### src/rtl/sync_counter_pkg.sv
// rtl/sync_counter_pkg.sv - shared encodings for the parametrised up/down counter
package sync_counter_pkg;

    localparam logic [1:0] MODE_UP       = 2'b00;
    localparam logic [1:0] MODE_DOWN     = 2'b01;
    localparam logic [1:0] MODE_PINGPONG = 2'b10;
    localparam logic [1:0] MODE_HOLD     = 2'b11;

    localparam logic DIR_UP   = 1'b0;
    localparam logic DIR_DOWN = 1'b1;

    // The ping-pong FSM state is the dir register itself.
    typedef enum logic {
        UP_S   = 1'b0,
        DOWN_S = 1'b1
    } pp_state_t;

endpackage

### src/rtl/sync_counter_next.sv
// rtl/sync_counter_next.sv - next-state, wrap and terminal-count decode for the counter
module sync_counter_next
    import sync_counter_pkg::*;
#(
    parameter int WIDTH     = 4,
    parameter int MAX_COUNT = 2**WIDTH - 1,
    parameter int SATURATE  = 0
) (
    input  logic [WIDTH-1:0] counter,
    input  logic             dir,
    input  logic [1:0]       mode,
    input  logic             en,
    output logic [WIDTH-1:0] count_next,
    output logic             dir_next,
    output logic             wrap_next,
    output logic             tc
);

    localparam logic [WIDTH-1:0] MAXV = WIDTH'(MAX_COUNT);
    localparam logic [WIDTH-1:0] ONE  = WIDTH'(1);
    localparam logic [WIDTH-1:0] ZERO = '0;

    pp_state_t pp_state;
    logic      at_top;
    logic      at_bot;

    assign pp_state = pp_state_t'(dir);
    assign at_top   = (counter == MAXV);
    assign at_bot   = (counter == ZERO);

    always_comb begin
        count_next = counter;
        dir_next   = dir;
        wrap_next  = 1'b0;
        case (mode)
            MODE_UP: begin
                dir_next = DIR_UP;
                if (en) begin
                    if (!at_top) begin
                        count_next = counter + ONE;
                    end else if (SATURATE == 0) begin
                        count_next = ZERO;
                        wrap_next  = 1'b1;
                    end
                end
            end
            MODE_DOWN: begin
                dir_next = DIR_DOWN;
                if (en) begin
                    if (!at_bot) begin
                        count_next = counter - ONE;
                    end else if (SATURATE == 0) begin
                        count_next = MAXV;
                        wrap_next  = 1'b1;
                    end
                end
            end
            MODE_PINGPONG: begin
                if (en) begin
                    case (pp_state)
                        UP_S: begin
                            if (!at_top) begin
                                count_next = counter + ONE;
                            end else begin
                                count_next = MAXV - ONE;
                                dir_next   = DIR_DOWN;
                                wrap_next  = 1'b1;
                            end
                        end
                        DOWN_S: begin
                            if (!at_bot) begin
                                count_next = counter - ONE;
                            end else begin
                                count_next = ONE;
                                dir_next   = DIR_UP;
                                wrap_next  = 1'b1;
                            end
                        end
                        default: begin
                            count_next = counter;
                        end
                    endcase
                end
            end
            default: begin
                count_next = counter;
            end
        endcase
    end

    // tc uses the registered dir so a cascaded stage sees it before the wrapping edge.
    assign tc = en && (mode != MODE_HOLD) && ((dir == DIR_UP) ? at_top : at_bot);

endmodule

### src/rtl/sync_updown_counter.sv
// rtl/sync_updown_counter.sv - parametrised up/down/ping-pong counter with load and flags
module sync_updown_counter
    import sync_counter_pkg::*;
#(
    parameter int WIDTH     = 4,
    parameter int MAX_COUNT = 2**WIDTH - 1,
    parameter int SATURATE  = 0
) (
    input  logic             clk,
    input  logic             rst,
    input  logic             en,
    input  logic [1:0]       mode,
    input  logic             load,
    input  logic [WIDTH-1:0] load_val,
    output logic [WIDTH-1:0] counter,
    output logic             dir,
    output logic             tc,
    output logic             wrap
);

    localparam logic [WIDTH-1:0] MAXV = WIDTH'(MAX_COUNT);

    logic [WIDTH-1:0] count_next;
    logic             dir_next;
    logic             wrap_next;
    logic [WIDTH-1:0] load_clamped;
    logic             load_dir;

    sync_counter_next #(
        .WIDTH     (WIDTH),
        .MAX_COUNT (MAX_COUNT),
        .SATURATE  (SATURATE)
    ) u_next (
        .counter    (counter),
        .dir        (dir),
        .mode       (mode),
        .en         (en),
        .count_next (count_next),
        .dir_next   (dir_next),
        .wrap_next  (wrap_next),
        .tc         (tc)
    );

    assign load_clamped = (load_val > MAXV) ? MAXV : load_val;

    // A load never takes a ping-pong turn, so dir only follows the forcing modes.
    always_comb begin
        load_dir = dir;
        if (mode == MODE_UP) begin
            load_dir = DIR_UP;
        end else if (mode == MODE_DOWN) begin
            load_dir = DIR_DOWN;
        end
    end

    always_ff @(posedge clk) begin
        if (rst) begin
            counter <= '0;
            dir     <= DIR_UP;
            wrap    <= 1'b0;
        end else if (load) begin
            counter <= load_clamped;
            dir     <= load_dir;
            wrap    <= 1'b0;
        end else begin
            counter <= count_next;
            dir     <= dir_next;
            wrap    <= wrap_next;
        end
    end

endmodule
### config.mk
export PLATFORM = sky130hd
export DESIGN_NAME = sync_updown_counter
export DESIGN_NICKNAME = d
export VERILOG_FILES = /design/src/rtl/sync_counter_pkg.sv /design/src/rtl/sync_counter_next.sv /design/src/rtl/sync_updown_counter.sv
export SDC_FILE = /design/constraint.sdc
export NUM_CORES = 1
export LEC_CHECK = 0
export BUFFER_PORTS_ARGS = -buffer_cell sky130_fd_sc_hd__buf_2
export CORE_UTILIZATION = 51
export DETAILED_ROUTE_END_ITERATION = 12
export GPL_ROUTABILITY_DRIVEN = 0
export PLACE_DENSITY = 0.87
export SLEW_MARGIN = 20
export SYNTH_ARGS = -nofsm -noshare
export SYNTH_HDL_FRONTEND = slang
export SYNTH_SLANG_ARGS = --single-unit
### constraint.sdc
create_clock -name clk -period 1.9 [get_ports clk]
set_input_delay 0.475 -clock clk [delete_from_list [all_inputs] [get_ports clk]]
set_output_delay 0.475 -clock clk [all_outputs]
set_load 0.02 [all_outputs]
==> flow_summary.ini, run 1 <==
[global_route]
antenna_found_initial = 0
top_usage_layer = met2
grt_pass1_wl_mm = 3.54
track_usage_pct = 33.0
met2_usage_pct = 62.5
grt_max_degree = 17
grt_remaining_overflow = 0
grt_use_met3_pct = 4.35
grt_pass1_vias = 821
use_met1_pct = 34.8

[finish]
finish.utilization_pct = 79.7
instances_no_fill = 153
multi_input_area_um2 = 638
syn_to_final_growth_pct = 38.5
ff_latch_area_um2 = 130
diodes = 0
drive_gt1_share_pct = 42.0
final_nets = 157
fillers = 96

[synth]
synth_area_leaders = dfxtp_1 (15%), ha_1 (11%), a211oi_2 (4.8%), nor3_1 (4.5%), a21oi_1 (3.8%)
netlist_instances = 103
yosys_warnings = 0
synthArstFlopShare_pct = 0
synth_edf_count = 0
synth-compound-area-share_pct = 35.0
synthesis.nets = 120
ys_ff_latch = 6
muxShareOfSynthArea_pct = 2.71
synth_top_flop_cell = dfxtp_1
ys_seq_area_share_pct = 15.3
synthSimpleGateAreaFrac_pct = 27.2
synth_top_cell_by_area = dfxtp_1
postSynthAreaPerCell_um2 = 7.63
synthXorXnorAreaFrac_pct = 0
synth_top_family_by_area = compound AO/OA/AOI/OAI gates
syn-cell-area_um2 = 786
synth_adder_area_share_pct = 11.1
ys_types = 44
yosysTopAreaCellShare_pct = 15.3

[clock_tree]
cts_tree = done
numCtsBuffers = 3
clk_latency_ns = 0.26
clockBufferDepth = 2
hold_buffers = 0
cts.reportedPaths.clkPinSlew_ns = 0.06
root_buffer = clkbuf_4
cts_sinks = 6
htree_levels = 1

[worst_setup_path]
arrival_ns = 1.45
r2r-end = counter[3]
startpoint_type = register
r2r_setup_slack_ns = 0.08
startpoint = counter[0]
crit_path_end = tc
endpoint_kind = primary output
r2r_cells = 8
cp_max_fo = 4
rr_startpoint = counter[0]
required_ns = 1.42
critical_path_class = reg2out

[sta]
slew_headroom_pct = 65.3
fin_ws_ns = -0.0214
setup_viol = 1
fmax_mhz = 520
fin_hold_ws_ns = 0.477
period_minus_slack_ns = 1.92
worstMarginPinSlew_ns = 0.514
slew_violations = 0
fin_crit_sh_pct = 101
rsz0062_at_grt = true
hold_viol = 0
clock_skew_ns = 0.00711

[power_and_ir_drop]
power_leakage_nw = 0.501
cellPowerDensity_mw_per_mm2 = 557
peakVddDrop_mv = 0.273

[run_status]
outcome = finished with violations
violations = negative setup slack

[floorplan]
num_io_pins = 17
die_width_um = 41.3
die_h_um = 41.3
rows = 13
fp.coreArea_mm2 = 0.00137
die_area_mm2 = 0.00170
start_util_pct = 57.5

[job]
max_cap_viol_count = 0

[detailed_routing]
first_iter_violations = 80
final_antenna_net_count = 0
drt_first_pass_iters = 4
routed_wl_mm = 2.65
via_count = 995
routedWlPerCell_um = 17.3
via_per_inst = 6.50
drc = 0

[worst_hold_path]
hp-class = in2reg
hold_depth = 2

[placed_design]
pre_cts_ws_ns = -0.103
post-dp-hpwl_mm = 1.83
dpl.cell_count = 144
io_buffer_count = 16
## cell usage in the layout (no fill, tap or decap), types with 2 or more instances in the layout
master    netlist  routed
buf_4           1      23
a211oi_2        3       3
o311ai_0        2       2
inv_1           6       5
a21oi_1         6       5
ha_4            0       2
a31oi_1         3       3
o21ai_0         3       3
a22oi_1         2       2
inv_4           0       2
nand2b_1        4       4
nor2_1          6       6
nand2_1         7       7
nor4_1          2       2
a21o_1          3       3
dfxtp_2         0       2
ha_1            7       5
nand3_1         4       3
clkbuf_4        1       3
nor3_1          7       7
nor2b_1         3       3
buf_2           3      15
dfxtp_4         0       2
dfxtp_1         6       2
## sequential cells by signal (all words and copies together) (netlist names)
register and cells:
dir 1, counter 4, wrap 1
## synth_stat cells (all sizes together) (2+ instances only)
cell	number
a211oi	4
a21o	3
a21oi	6
a22oi	2
a31oi	3
buf	5
dfxtp	6
ha	7
inv	7
nand2	7
nand2b	4
nand3	4
nor2	6
nor2b	3
nor3	8
nor3b	2
nor4	2
o21ai	4
o311ai	2
## repair_timing
item | in CTS | in global routing
pin swaps | 1 | 2
buffers inserted | 3 | 3
setup endpoints to repair | 1 | 2
resized for setup | 12 | 4
## worst min-delay path by stage
stage,from,endpoint,slack [ns]
detailed placement,counter[0],counter[0],0.68
global placement,counter[0],counter[0],0.68
global route,rst,counter[3],0.47
CTS,rst,counter[3],0.47
finish,rst,counter[3],0.48
floorplan,rst,counter[3],0.54
## area by class of cell
cell class | count | area share (%)
clock buffers | 3 | 2.07
inverters | 7 | 2.87
multi-input cells | 84 | 58.6
flip-flops and latches | 6 | 12.0
well taps | 15 | 1.72
repair buffers | 38 | 22.8
## power by group
group	internal [W]	switching, W
combinational	0.000147	0.000163
sequential	0.000138	0.0000265
clock	0.0000724	0.0000595
## per-stage QoR
step	power [W]	area (um^2)	setup TNS, ns
finish	0.000607	1090	-0.0214
global route	0.000643	1090	-0.0909
CTS	0.000580	1060	0
detailed placement	0.000421	965	-0.122
global placement	0.000411	965	0
floorplan	0.000326	787	0
## metal layers
| layer | share of wire (%) | wire length (um) |
|---|---|---|
| met2 | 51 | 1360 |
| met5 | 0 | 0 |
| met1 | 35 | 931 |
| met4 | 4.2 | 111 |
| met3 | 9.2 | 244 |
## kinds of logic (layout without fill, tap and decap cells)
group                    Yosys count  in the layout
adder cells (fa/ha/maj)            7              7
AND/OR/NAND/NOR                   39             39
flip-flops                         6              6
AO/OA/AOI/OAI                     36             36
buffers and inverters             13             48
multiplexers                       2              2
## worst max-delay path: stages (launching register included)
cell     delay, ns
dfxtp_4       0.37
inv_4         0.08
ha_4          0.13
nor3b_4       0.26
a21oi_2       0.08
nor2_1        0.12
buf_4         0.15
Note: power is estimated with default switching activity, not from simulation.
==> inputs of run 2 (changes only) <==
--- a/config.mk
+++ b/config.mk
@@ -6,10 +6,10 @@
 export NUM_CORES = 1
 export LEC_CHECK = 0
 export BUFFER_PORTS_ARGS = -buffer_cell sky130_fd_sc_hd__buf_2
-export CORE_UTILIZATION = 51
+export CORE_UTILIZATION = 57
 export DETAILED_ROUTE_END_ITERATION = 12
 export GPL_ROUTABILITY_DRIVEN = 0
-export PLACE_DENSITY = 0.87
+export PLACE_DENSITY = 0.94
 export SLEW_MARGIN = 20
 export SYNTH_ARGS = -nofsm -noshare
 export SYNTH_HDL_FRONTEND = slang
==> constraint.sdc (replaced) <==
create_clock -name clk -period 2.4 [get_ports clk]
set_input_delay 0.6 -clock clk [delete_from_list [all_inputs] [get_ports clk]]
set_output_delay 0.6 -clock clk [all_outputs]
set_load 0.02 [all_outputs]
==> flow_summary.ini, run 2 (synthesized netlist as in run 1, its figures left out) <==
[worst_setup_path]
crit_chain = inv_1, ha_2, nor3b_4, a21oi_1, nor2_1, buf_2
startpoint_type = register
arrival_ns = 1.75
cp_max_fo = 9
critPathSlowestCell = dfxtp_1
max_stage_delay_ns = 0.39
endpoint_kind = primary output
critical_path_class = reg2out
required_ns = 1.80

[floorplan]
start_util_pct = 61.1
die_area_mm2 = 0.00153
rows = 13
die_h_um = 39.1
die_width_um = 39.1
num_io_pins = 17
fp.coreArea_mm2 = 0.00128

[global_route]
track_usage_pct = 38.9
antenna_found_initial = 0
grt_pass1_vias = 806
grt_remaining_overflow = 0
grt_max_degree = 17
grt_pass1_wl_mm = 3.86

[sta]
slew_violations = 0
period_minus_slack_ns = 2.35
clock_skew_ns = 0.0135
setup_viol = 0
slew_headroom_pct = 65.3
worstMarginPinSlew_ns = 0.514
fin_hold_ws_ns = 0.602
hold_viol = 0
fin_crit_sh_pct = 97.8
setup_tns_ns = 0
fin_ws_ns = 0.0527
fmax_mhz = 426

[finish]
regMostFlops = counter
final_nets = 139
mostFrequentLayoutCells = buf_2 (16), nand2_1 (7), nor3_1 (7)
layout_commonest_cell = buf_2
diodes = 0
largest_reg_flops = 4
reg_top3 = counter: 4 flops, dir: 1 flops, wrap: 1 flops
drive_gt1_share_pct = 26.7
syn_to_final_growth_pct = 15.1

[power_and_ir_drop]
cellPowerDensity_mw_per_mm2 = 476
power_leakage_nw = 0.410
peakVddDrop_mv = 0.214

[run_status]
outcome = finished with violations
violations = design-rule violations

[clock_tree]
cts_tree = done
cts.reportedPaths.clkPinSlew_ns = 0.06
htree_levels = 1
numCtsBuffers = 3
clk_latency_ns = 0.27
cts_sinks = 6
root_buffer = clkbuf_4
clockBufferDepth = 2
postCtsSetupBuffers = 0

[detailed_routing]
final_antenna_net_count = 0
via_count = 938
drt_first_pass_iters = 10
routedWlPerCell_um = 18.4
first_iter_violations = 102
via_per_inst = 6.95
routed_wl_mm = 2.49
drc = 2

[worst_hold_path]
hp-class = in2reg

[placed_design]
pre_cts_ws_ns = 0.244
post-dp-hpwl_mm = 1.64
io_buffer_count = 16

[job]
max_cap_viol_count = 0
-- run 2: cell count changes in the layout (fill, tap and decap cells not counted), moves of 2 or more --
cell	before	now
buf_4	23	4
dfxtp_1	2	6
inv_4	2	0
dfxtp_4	2	0
dfxtp_2	2	0
ha_4	2	0
-- run 2: where the power goes --
part | internal [W] | switching [W] | leakage (nW) | total, W
sequential | 0.000108 | 0.0000237 | 0.0496 | 0.000132
clock | 0.0000574 | 0.0000491 | 0.0138 | 0.000107
combinational | 0.0000804 | 0.000112 | 0.346 | 0.000193
-- run 2: cell type report --
class,instances,area (um^2)
multi-input combinational,84,607
fill,112,380
sequential,6,120
timing repair buffer,20,110
inverter,7,26.3
clock buffer,3,22.5
tap,15,18.8
-- run 2: path summary, 6_finish.rpt --
kind | from | endpoint | slack, ns | cells past startpoint
setup / recovery | counter[1] | tc | 0.05 | 6
hold / removal | rst | counter[3] | 0.60 | 2
setup reg to reg | counter[1] | counter[3] | 0.49 | 7
hold reg to reg | counter[1] | counter[1] | 0.77 | 2
-- run 2: metrics by stage --
step / area [um^2] / util (%) / total power [W] / instances
after global placement: 873 / 68.0 / 0.000299 / 132
after global routing: 905 / 70.4 / 0.000455 / 135
after floorplan: 786 / - / 0.000257 / 103
final: 905 / 70.4 / 0.000431 / 135
after detailed placement: 873 / 68.0 / 0.000308 / 132
after CTS: 902 / 70.2 / 0.000418 / 135
-- run 2: per-layer routing --
layer / vias to the layer above / wire length (um) / GRT usage, %
met5: - / 0 / 5.00
met4: 0 / 162 / 22.4
met3: 27 / 244 / 14.5
met2: 83 / 1150 / 59.6
met1: 403 / 928 / 45.2
li1: 425 / - / -
-- run 2: critical path, delay by kind of cell, from the launching register on --
kind	cells	cell delay, ns
compound gates	1	0.11
simple gates	2	0.40
flops	1	0.39
fa+ha+maj	1	0.27
buf+inv	2	0.31
-- run 2: repair_timing --
item | CTS | global route
setup endpoints to repair | 1 | 1
hold buffers | 0 | 0
resized for setup | 1 | 1
==> inputs of run 3 (changes only) <==
--- a/config.mk
+++ b/config.mk
@@ -6,10 +6,12 @@
 export NUM_CORES = 1
 export LEC_CHECK = 0
 export BUFFER_PORTS_ARGS = -buffer_cell sky130_fd_sc_hd__buf_2
-export CORE_UTILIZATION = 57
+export CORE_ASPECT_RATIO = 0.9
+export CORE_UTILIZATION = 47
+export CTS_CLUSTER_DIAMETER = 100
 export DETAILED_ROUTE_END_ITERATION = 12
 export GPL_ROUTABILITY_DRIVEN = 0
-export PLACE_DENSITY = 0.94
+export PLACE_DENSITY = 0.81
 export SLEW_MARGIN = 20
 export SYNTH_ARGS = -nofsm -noshare
 export SYNTH_HDL_FRONTEND = slang
==> flow_summary.ini, run 3 (synthesized netlist as in run 1, its figures left out) <==
[clock_tree]
cts.reportedPaths.clkPinSlew_ns = 0.04
root_buffer = clkbuf_4
htree_levels = 1
clk_latency_ns = 0.25
numCtsBuffers = 3
clockBufferDepth = 2
cts_tree = done
cts_sinks = 6

[finish]
largest_reg_flops = 4
mostFrequentLayoutCells = buf_2 (16), nand2_1 (7), nor3_1 (7)
diodes = 0
fillers = 143
reg_top3 = counter: 4 flops, dir: 1 flops, wrap: 1 flops
regMostFlops = counter
final_nets = 140
layout_commonest_cell = buf_2
finish.utilization_pct = 62.2
drive_gt1_share_pct = 27.3
syn_to_final_growth_pct = 18.5

[global_route]
grt_max_degree = 17
grt_pass1_vias = 735
track_usage_pct = 26.1
grt_pass1_wl_mm = 3.37
antenna_found_initial = 0
grt_remaining_overflow = 0

[worst_setup_path]
critPathSlowestCell = dfxtp_1
endpoint_kind = primary output
arrival_ns = 1.65
critical_path_class = reg2out
critPathBufInv = 2
crit_chain = inv_1, ha_4, nor3b_4, a21oi_1, nor2_1, buf_2
required_ns = 1.80
cp_max_fo = 9
startpoint_type = register
crit_family = flip-flops
max_stage_delay_ns = 0.48

[run_status]
outcome = complete, no violations

[sta]
fmax_mhz = 444
hold_viol = 0
slew_headroom_pct = 64.0
setup_tns_ns = 0
fin_crit_sh_pct = 93.7
clock_skew_ns = 0.00710
rsz0062_at_grt = false
worstMarginPinSlew_ns = 0.534
period_minus_slack_ns = 2.25
slew_violations = 0
setup_viol = 0

[floorplan]
die_area_mm2 = 0.00184
rows = 13
die_width_um = 45.1
start_util_pct = 52.5
num_io_pins = 17
die_h_um = 40.8
fp.coreArea_mm2 = 0.00150

[job]
max_cap_viol_count = 0

[power_and_ir_drop]
p_switching_w = 0.000166
power_leakage_nw = 0.417
p_clk_share_pct = 22.2
switching_share_pct = 39.8
report.power.total_w = 0.000418
p_comb_share_pct = 46.3
intPower_w = 0.000252
power_frac_seq_pct = 31.5
peakVddDrop_mv = 0.401
cellPowerDensity_mw_per_mm2 = 449

[detailed_routing]
wl_met1_um = 966
drt_first_pass_iters = 4
via_per_inst = 6.15
first_iter_violations = 53
wl_met3_um = 159
highest_layer = met4
via_count = 879
wl_met2_um = 993
routedWlPerCell_um = 15.1
final_antenna_net_count = 0
drc = 0
routed_wl_mm = 2.16

[placed_design]
post-dp-hpwl_mm = 1.56
io_buffer_count = 16

[worst_hold_path]
hp-class = in2reg
==> run 3: cell type report <==
type / instances / area, um^2 / area share [%]
multi-input cells: 84 / 617 / 66.3
clock buffers: 3 / 22.5 / 2.42
well taps: 22 / 27.5 / 2.96
flip-flops and latches: 6 / 120 / 12.9
inverters: 7 / 26.3 / 2.82
repair buffers: 21 / 118 / 12.6
==> run 3: stage by stage <==
| step | worst slack [ns] | area, um^2 | hold WS, ns | instances |
|---|---|---|---|---|
| detailed placement | 0.269 | 882 | 0.725 | 139 |
| floorplan | 0.365 | 786 | 0.665 | 103 |
| global placement | 0.289 | 882 | 0.722 | 139 |
| global route | 0.0583 | 931 | 0.625 | 143 |
| CTS | 0.0284 | 905 | 0.624 | 142 |
| finish | 0.150 | 931 | 0.630 | 143 |
==> run 3: power groups by stage <==
stage	clock [W]	sequential [W]	combinational [W]
6_report	0.0000927	0.000132	0.000193
5_1_grt	0.000100	0.000133	0.000215
4_1_cts	0.0000932	0.000130	0.000176
3_5_place_dp	0	0.000132	0.000175
3_3_place_gp	0	0.000131	0.000171
2_1_floorplan	0	0.000131	0.000127
==> run 3: final timing paths <==
kind                                  from         end  slack (ns)  cells past startpoint
worst max register to register  counter[1]  counter[3]        0.51                      7
worst min register to register  counter[1]  counter[1]        0.74                      2
worst min-delay path                   rst  counter[3]        0.63                      2
worst max-delay path            counter[1]          tc        0.15                      6
==> run 3: per-layer routing <==
| metal | GRT usage, % | up-vias |
|---|---|---|
| met2 | 42.4 | 56 |
| li1 | - | 430 |
| met1 | 33.0 | 387 |
| met4 | 7.58 | 0 |
| met5 | 0 | - |
| met3 | 8.81 | 6 |
==> run 3: repair_timing <==
item                       4_1_cts  5_1_grt
hold buffers                     0        0
setup buffers                    0        1
gates resized for setup          0        3
setup endpoints to repair        0        1
